**src/rtl/count_sequencer.sv**
```systemverilog
// count_sequencer: start/stop/reload control for an 8-bit parallel-load up-counter.
// Optional one-entry pending-command queue enabled by defining COUNT_SEQ_QUEUE_EN.
module count_sequencer (
  input  logic       clk,
  input  logic       reset,
  input  logic       start_valid,
  output logic       start_ready,
  input  logic [7:0] start_value,
  input  logic       start_mode,
  input  logic       stop,
  input  logic       hold,
  input  logic [7:0] cnt_q,
  output logic       cnt_load,
  output logic       cnt_enable,
  output logic [7:0] cnt_d,
  output logic       tc_pulse,
  output logic [7:0] tc_total,
  output logic       busy
);

  localparam logic [1:0] IDLE = 2'd0;
  localparam logic [1:0] LOAD = 2'd1;
  localparam logic [1:0] RUN  = 2'd2;

  logic [1:0] state;
  logic [7:0] value;
  logic       mode;
  logic       q_full;
  logic [7:0] q_value;
  logic       q_mode;
  logic       accept;
  logic       in_run;
  logic       tc_hit;

  assign in_run     = (state == RUN);
  assign busy       = (state != IDLE);
  assign accept     = start_valid & start_ready;
  assign cnt_enable = in_run & ~hold & ~stop;
  assign tc_hit     = cnt_enable & (cnt_q == 8'hFF);
  assign cnt_load   = (state == LOAD) | (tc_hit & (mode | q_full));
  assign cnt_d      = (tc_hit & q_full) ? q_value : value;

`ifdef COUNT_SEQ_QUEUE_EN
  assign start_ready = (state == IDLE) | (in_run & ~q_full);

  // A command accepted on a one-shot terminal count is taken directly by the FSM, not queued.
  always_ff @(posedge clk or negedge reset) begin
    if (!reset) begin
      q_full  <= 1'b0;
      q_value <= 8'h00;
      q_mode  <= 1'b0;
    end else if (in_run && stop) begin
      q_full <= 1'b0;
    end else if (tc_hit && q_full) begin
      q_full <= 1'b0;
    end else if (in_run && accept && !(tc_hit && !mode)) begin
      q_full  <= 1'b1;
      q_value <= start_value;
      q_mode  <= start_mode;
    end
  end
`else
  assign start_ready = (state == IDLE);
  assign q_full      = 1'b0;
  assign q_value     = 8'h00;
  assign q_mode      = 1'b0;
`endif

  always_ff @(posedge clk or negedge reset) begin
    if (!reset) begin
      state    <= IDLE;
      value    <= 8'h00;
      mode     <= 1'b0;
      tc_pulse <= 1'b0;
      tc_total <= 8'h00;
    end else begin
      tc_pulse <= tc_hit;
      if (tc_hit && (tc_total != 8'hFF))
        tc_total <= tc_total + 8'd1;
      case (state)
        IDLE: begin
          if (accept) begin
            value    <= start_value;
            mode     <= start_mode;
            tc_total <= 8'h00;
            state    <= LOAD;
          end
        end
        LOAD: state <= stop ? IDLE : RUN;
        RUN: begin
          if (stop) begin
            state <= IDLE;
          end else if (tc_hit) begin
            if (q_full) begin
              value <= q_value;
              mode  <= q_mode;
            end else if (!mode) begin
              if (accept) begin
                value <= start_value;
                mode  <= start_mode;
                state <= LOAD;
              end else begin
                state <= IDLE;
              end
            end
          end
        end
        default: state <= IDLE;
      endcase
    end
  end

endmodule
```
**config.mk**
```make
export PLATFORM = sky130hd
export DESIGN_NAME = count_sequencer
export DESIGN_NICKNAME = d
export VERILOG_FILES = /design/src/rtl/count_sequencer.sv
export SDC_FILE = /design/constraint.sdc
export NUM_CORES = 1
export LEC_CHECK = 0
export ABC_CLOCK_PERIOD_IN_PS = 2430
export CORE_ASPECT_RATIO = 1.4
export CORE_MARGIN = 5
export CORE_UTILIZATION = 25
export CTS_BUF_LIST = sky130_fd_sc_hd__clkbuf_4 sky130_fd_sc_hd__clkbuf_8
export DETAILED_ROUTE_END_ITERATION = 7
export HOLD_SLACK_MARGIN = 0.15
export PLACE_DENSITY = 0.58
export SLEW_MARGIN = 10
export SYNTH_ARGS = -nofsm -noshare
export SYNTH_HDL_FRONTEND = slang
export SYNTH_SLANG_ARGS = --single-unit
```
**constraint.sdc**
```tcl
create_clock -name clk -period 2.43 [get_ports clk]
set_input_delay 0.486 -clock clk [delete_from_list [all_inputs] [get_ports clk]]
set_output_delay 0.486 -clock clk [all_outputs]
set_load 0.005 [all_outputs]
```
==> summary.md, run 1 <==
| Metric | Value |
|---|---|
| CTS Hold Buffers Added | `0` |
| Reg2Reg Setup Slack | `0.27 ns` |
| Tot GR Track Use | `10.2%` |
| CTS tree | `built` |
| Nets | `160` |
| CP Class | `input pin to output port` |
| Final Max Tran Viols | `0` |
| Fin crit period | `2.32 ns` |
| Hold depth | `1` |
| Pwr per Cell Area | `552 nW/um^2` |
| Post-synth cell types | `28` |
| Worst hold path type | `flop to flop` |
| Slowest CP cell | `or4b_4` |
| Worst reg2reg path depth | `5` |
| I/O pins | `43` |
| Non-Filler Instances | `179` |
| Clock buffer depth | `2` |
| Antenna Cells | `0` |
| Final ANT Viol Nets | `0` |
| Share of layout cells above drive strength 1 | `20.6%` |
| Hold Path End | `cnt_d[2]` |
| Most common cell in the netlist | `dfrtp_1` |
| Syn nets | `109` |
| Yosys warns | `0` |
| Core Rows | `27` |
| Top-area cell type share of the netlist area | `51.3%` |
| Main synth FF type | `dfrtp_1` |
| Final setup fails | `0` |
| #FFs+latches synth | `20` |
| Crit path max-delay family | `simple AND/OR/NAND/NOR gates` |
| Total power draw | `0.000858 W` |
| Clk Latency, worst-skew pair | `0.26 ns` |
| Vias in the first global route | `964` |
| Crit end category | `output port` |
| CTS sink cnt | `20` |
| RR Endpoint | `tc_total[4]` |
| Arrival time at the worst endpoint | `1.83 ns` |
| Routability congestion estimate | `0.778` |
| Post-Place Setup Slack | `-0.560 ns` |
| Min Hold Slack | `0.509 ns` |
| DIE AREA | `5270 sq um` |
| Crit. Startpoint | `stop` |
| Fmax | `0.431 GHz` |
| Detailed Place HPWL | `2.09 mm` |
| Crit start category | `input pin` |
| Peak supply drop | `0.000333 V` |
| Synth cell count leaders | `20 x dfrtp_1, 8 x a21oi_1, 8 x mux2_2` |
| Antenna violations before repair | `0` |
| Yosys top cell by area | `dfrtp_1` |
| Mapped Cells | `86` |
| Clock transition at path regs | `0.07 ns` |
| Syn_area_per_cell | `11.3 sq um` |
| Register area share after synthesis | `51.3%` |
| Fin worst setup slack | `0.112 ns` |
| Port Buffer Count | `42` |
| Maxcap violations | `0` |
| Post-CTS setup buffers | `0` |
| HP Start | `cnt_d[2]` |
| Mapped Area | `975 sq um` |
| RSZ-0062 raised after global routing | `no` |
| First-pass GRT wire length | `4.26 mm` |
| Total buffers and inverters traversed by the critical path | `2` |
| Num CTS Buffers | `3` |
| CTS root buffer | `clkbuf_8` |
| Largest cells by area after synthesis | `dfrtp_1 51%, mux2_2 9.2%, nand4_4 4.4%, a21oi_1 4.1%, o31ai_1 3.1%` |
| Grt ovf | `0` |
| Status | `finished, final reports clean` |
| Ys async rst share | `100%` |
| R2R Path Start | `state[0]` |
| Wire per inst | `14.8 microns` |
| Area delta synth->final | `59.4%` |
| DR vias | `868` |
| Post-Route WL | `2.65 mm` |
| Critical path required time | `1.94 ns` |
| Final period util | `95.4%` |
| Residual DRC count | `0` |
| Largest stage delay on the critical path | `0.52 ns` |
| Initial Util | `25.3%` |
| Post-synth EDFFs | `0` |
| Largest net degree at the start of global routing | `21` |
| Core Footprint | `3850 sq um` |
| Number of fillers in the final layout | `405` |
| Drt pass-1 iters | `4` |
| DRT iter0 DRCs | `7` |
| Skew final | `0.00504 ns` |
| P_leak | `0.632 nW` |
| Max_slew headroom | `73.2%` |
| Final Util | `40.4%` |
| Least-Margin Pin Slew | `0.402 ns` |
| Crit-path cells | `clkdlybuf4s15_1 -> or4b_4 -> or3_4 -> o21ai_2 -> buf_2` |
| Die Height | `83.9 microns` |
| Vias per cell | `4.85` |
| Hold Fails Final Rpt | `0` |
| Placed insts | `175` |
| Chip width | `62.8 microns` |
| H-tree depth | `1` |
| Crit path max fanout | `2` |
[cell families after synthesis]
| kind of cell | Yosys count | synth area share (%) |
|---|---|---|
| AND/OR/NAND/NOR | 28 | 21.4 |
| multiplexers | 8 | 9.24 |
| buffers and inverters | 9 | 4.24 |
| AO/OA/AOI/OAI | 20 | 12.5 |
| flip-flops | 20 | 51.3 |
| adder cells (fa/ha/maj) | 1 | 1.28 |
[area by class of cell]
class                      count  area [sq um]  area share, %
clock buffer                   4          55.1           3.54
inverter                       5          18.8           1.21
timing repair buffer          50           484           31.2
tap                           43          53.8           3.46
sequential                    20           500           32.2
multi-input combinational     57           442           28.4
[placed cells by master, fill, tap and decap left out, types with 4 or more instances in the layout]
master / count
nand2_1: 4
dfrtp_1: 20
a21oi_1: 8
buf_4: 7
mux2_2: 8
clkbuf_8: 4
clkdlybuf4s50_1: 38
inv_1: 4
or4_1: 4
o31ai_1: 4
[where the power goes]
part,leakage [nW],switching [W],total (W),internal [W]
Sequential,0.257,0.0000203,0.000392,0.000372
Combinational,0.345,0.0000700,0.000208,0.000138
Clock,0.0288,0.000113,0.000258,0.000144
Total,0.632,0.000204,0.000858,0.000654
[flip-flops by register name (all words and copies together), names as in the netlist]
| register | flops |
|---|---|
| tc_pulse | 1 |
| state | 2 |
| mode | 1 |
| cnt_d | 8 |
| tc_total | 8 |
[worst max path at each step]
stage                to  slack (ns)  depth (start not counted)
6_report       cnt_load        0.11                          5
2_1_floorplan  cnt_load        0.24                          4
3_3_place_gp   cnt_load       -0.54                          5
4_1_cts        cnt_load       -0.08                          5
3_5_place_dp   cnt_load       -0.56                          5
5_1_grt        cnt_load        0.05                          5
[worst reg2reg max path, delay by kind of cell, from the launching register on]
family / cells / cell delay (ns)
and+or+nand+nor: 3 / 1.39
buffers and inverters: 1 / 0.15
DFF: 1 / 0.40
AOI/OAI and AO/OA: 1 / 0.15
[layer usage]
layer  part of all wire, %  GRT usage [%]
met1                    33           9.67
met2                    56           18.4
met3                   8.4           4.31
met4                   2.4           5.21
met5                     0              0
[repair_timing]
item / in CTS / in global routing
resized for setup: 9 / 3
pin swaps: 2 / 3
setup endpoints to repair: 6 / 3
[through the flow]
step | TNS [ns] | instance area [sq um]
after global routing | 0 | 1550
final | 0 | 1550
after floorplan | 0 | 975
after detailed placement | -2.48 | 1490
after CTS | -0.0795 | 1550
after global placement | -2.16 | 1490
Note: power is estimated with default switching activity, not from simulation.
==> run 2: changes to the inputs <==
--- a/config.mk
+++ b/config.mk
@@ -13,6 +13,7 @@
 export DETAILED_ROUTE_END_ITERATION = 7
 export HOLD_SLACK_MARGIN = 0.15
 export PLACE_DENSITY = 0.58
+export RECOVER_POWER = 50
 export SLEW_MARGIN = 10
 export SYNTH_ARGS = -nofsm -noshare
 export SYNTH_HDL_FRONTEND = slang
==> summary.md, run 2 (synthesized netlist as in run 1, its figures left out) <==
| Metric | Value |
|---|---|
| CTS sink cnt | `20 (unchanged)` |
| Post-CTS setup buffers | `0 (unchanged)` |
| DRT iter0 DRCs | `7 (unchanged)` |
| I/O pins | `43 (unchanged)` |
| Residual DRC count | `0 (unchanged)` |
| DR vias | `867 (-0.12%)` |
| Fmax | `0.431 GHz (about the same)` |
| Grt ovf | `0 (unchanged)` |
| Maxcap violations | `0 (unchanged)` |
| Vias in the first global route | `964 (unchanged)` |
| Final ANT Viol Nets | `0 (unchanged)` |
| Core Rows | `27 (unchanged)` |
| Max_slew headroom | `24.8% (-48 points)` |
| Most frequent cells in the layout | `29 x clkdlybuf4s50_1, 20 x dfrtp_1, 9 x dlygate4sd3_1` |
| Wire per inst | `14.8 microns (-0.19%)` |
| Clock buffer depth | `2 (unchanged)` |
| Vias per cell | `4.84 (-0.12%)` |
| CTS Hold Buffers Added | `0 (unchanged)` |
| Least-Margin Pin Slew | `1.13 ns (+0.726 ns)` |
| Hold Fails Final Rpt | `0 (unchanged)` |
| Skew final | `0.00509 ns (+0.0000496 ns)` |
| RSZ-0062 raised after global routing | `no` |
| Largest stage delay on the critical path | `0.52 ns (about the same)` |
| Nets | `160 (unchanged)` |
| Final Max Tran Viols | `0 (unchanged)` |
| Crit end category | `output port` |
| Clk Latency, worst-skew pair | `0.26 ns (about the same)` |
| Final period util | `95.4% (about the same)` |
| Arrival time at the worst endpoint | `1.83 ns (about the same)` |
| DIE AREA | `5270 sq um (unchanged)` |
| CTS tree | `built` |
| Pwr per Cell Area | `545 nW/um^2 (-1.3%)` |
| P_leak | `0.633 nW (+0.25%)` |
| H-tree depth | `1 (unchanged)` |
| Share of layout cells above drive strength 1 | `19.9% (-0.74 points)` |
| Post-Route WL | `2.64 mm (-0.19%)` |
| Crit path max fanout | `2 (unchanged)` |
| Crit start category | `input pin` |
| CTS root buffer | `clkbuf_8` |
| Area delta synth->final | `59.1%` |
| Final setup fails | `0 (unchanged)` |
| Core Footprint | `3850 sq um (unchanged)` |
| Num CTS Buffers | `3 (unchanged)` |
| Clock transition at path regs | `0.07 ns (about the same)` |
| Routability congestion estimate | `0.778 (unchanged)` |
| First-pass GRT wire length | `4.26 mm (unchanged)` |
| Tot GR Track Use | `10.2% (unchanged)` |
| Chip width | `62.8 microns (unchanged)` |
| Crit-path cells | `clkdlybuf4s15_1 -> or4b_4 -> or3_4 -> o21ai_2 -> buf_2` |
| Slowest CP cell | `or4b_4` |
| Antenna violations before repair | `0 (unchanged)` |
| Worst hold path type | `flop to flop` |
| Total power draw | `0.000845 W (-1.6%)` |
| Critical path required time | `1.94 ns (about the same)` |
| Largest net degree at the start of global routing | `21 (unchanged)` |
| Peak supply drop | `0.000326 V (-2.1%)` |
| Initial Util | `25.3% (unchanged)` |
| Final Util | `40.3% (-0.098 points)` |
| Port Buffer Count | `42 (unchanged)` |
| Antenna Cells | `0 (unchanged)` |
| CP Class | `input pin to output port` |
| Min Hold Slack | `0.504 ns (-0.00517 ns)` |
| Die Height | `83.9 microns (unchanged)` |
| Fin crit period | `2.32 ns (+0.0000740 ns)` |
| Commonest non-fill, non-tap cell in the layout | `clkdlybuf4s50_1` |
| Detailed Place HPWL | `2.09 mm (unchanged)` |
| Status | `finished, final reports clean` |
| Drt pass-1 iters | `4 (unchanged)` |
==> run 2: per-layer routing <==
layer	vias to the layer above	global-route usage, %	wire (microns)	part of all wire (%)
met5	-	0	0	0
met4	0	5.21	64	2.4
met3	5	4.31	223	8.4
met2	29	18.4	1480	56
met1	412	9.67	877	33
li1	421	-	-	-
==> run 2: final cells by class <==
type | count | area, sq um
inverter | 5 | 18.8
timing repair buffer | 50 | 480
clock buffer | 4 | 55.1
sequential | 20 | 500
tap | 43 | 53.8
multi-input combinational | 57 | 442
fill | 407 | 2300
==> run 2: final timing paths <==
| kind | from | to | slack [ns] | depth (start not counted) |
|---|---|---|---|---|
| setup / recovery | stop | cnt_load | 0.11 | 5 |
| hold / removal | cnt_d[2] | cnt_d[2] | 0.50 | 1 |
| setup reg to reg | state[0] | tc_total[4] | 0.28 | 5 |
| hold reg to reg | cnt_d[2] | cnt_d[2] | 0.50 | 1 |
| max in group asynchronous | reset | state[1] | 0.80 | 2 |
| min in group asynchronous | reset | cnt_d[4] | 0.95 | 2 |
==> run 2: through the flow <==
step           TNS, ns  instance area, sq um  worst slack [ns]  std cells
3_5_place_dp     -2.48                  1490            -0.560        175
5_1_grt              0                  1550            0.0523        179
2_1_floorplan        0                   975             0.241         86
4_1_cts        -0.0795                  1550           -0.0795        179
3_3_place_gp     -2.16                  1490            -0.539        175
6_report             0                  1550             0.112        179
==> run 2: critical path, delay by kind of cell <==
kind | cells | cell delay [ns]
and+or+nand+nor | 2 | 0.92
buffers and inverters | 2 | 0.30
AOI/OAI and AO/OA | 1 | 0.13
==> run 2: timing repair <==
item	in CTS	in global routing
gates resized for setup	9	3
endpoints found under the setup margin	6	3
pin swaps	2	3
cloned	0	0
==> run 2: report_power, final <==
| part | internal (W) | switching, W |
|---|---|---|
| sequential | 0.000372 | 0.0000189 |
| combinational | 0.000126 | 0.0000700 |
| clock | 0.000144 | 0.000113 |
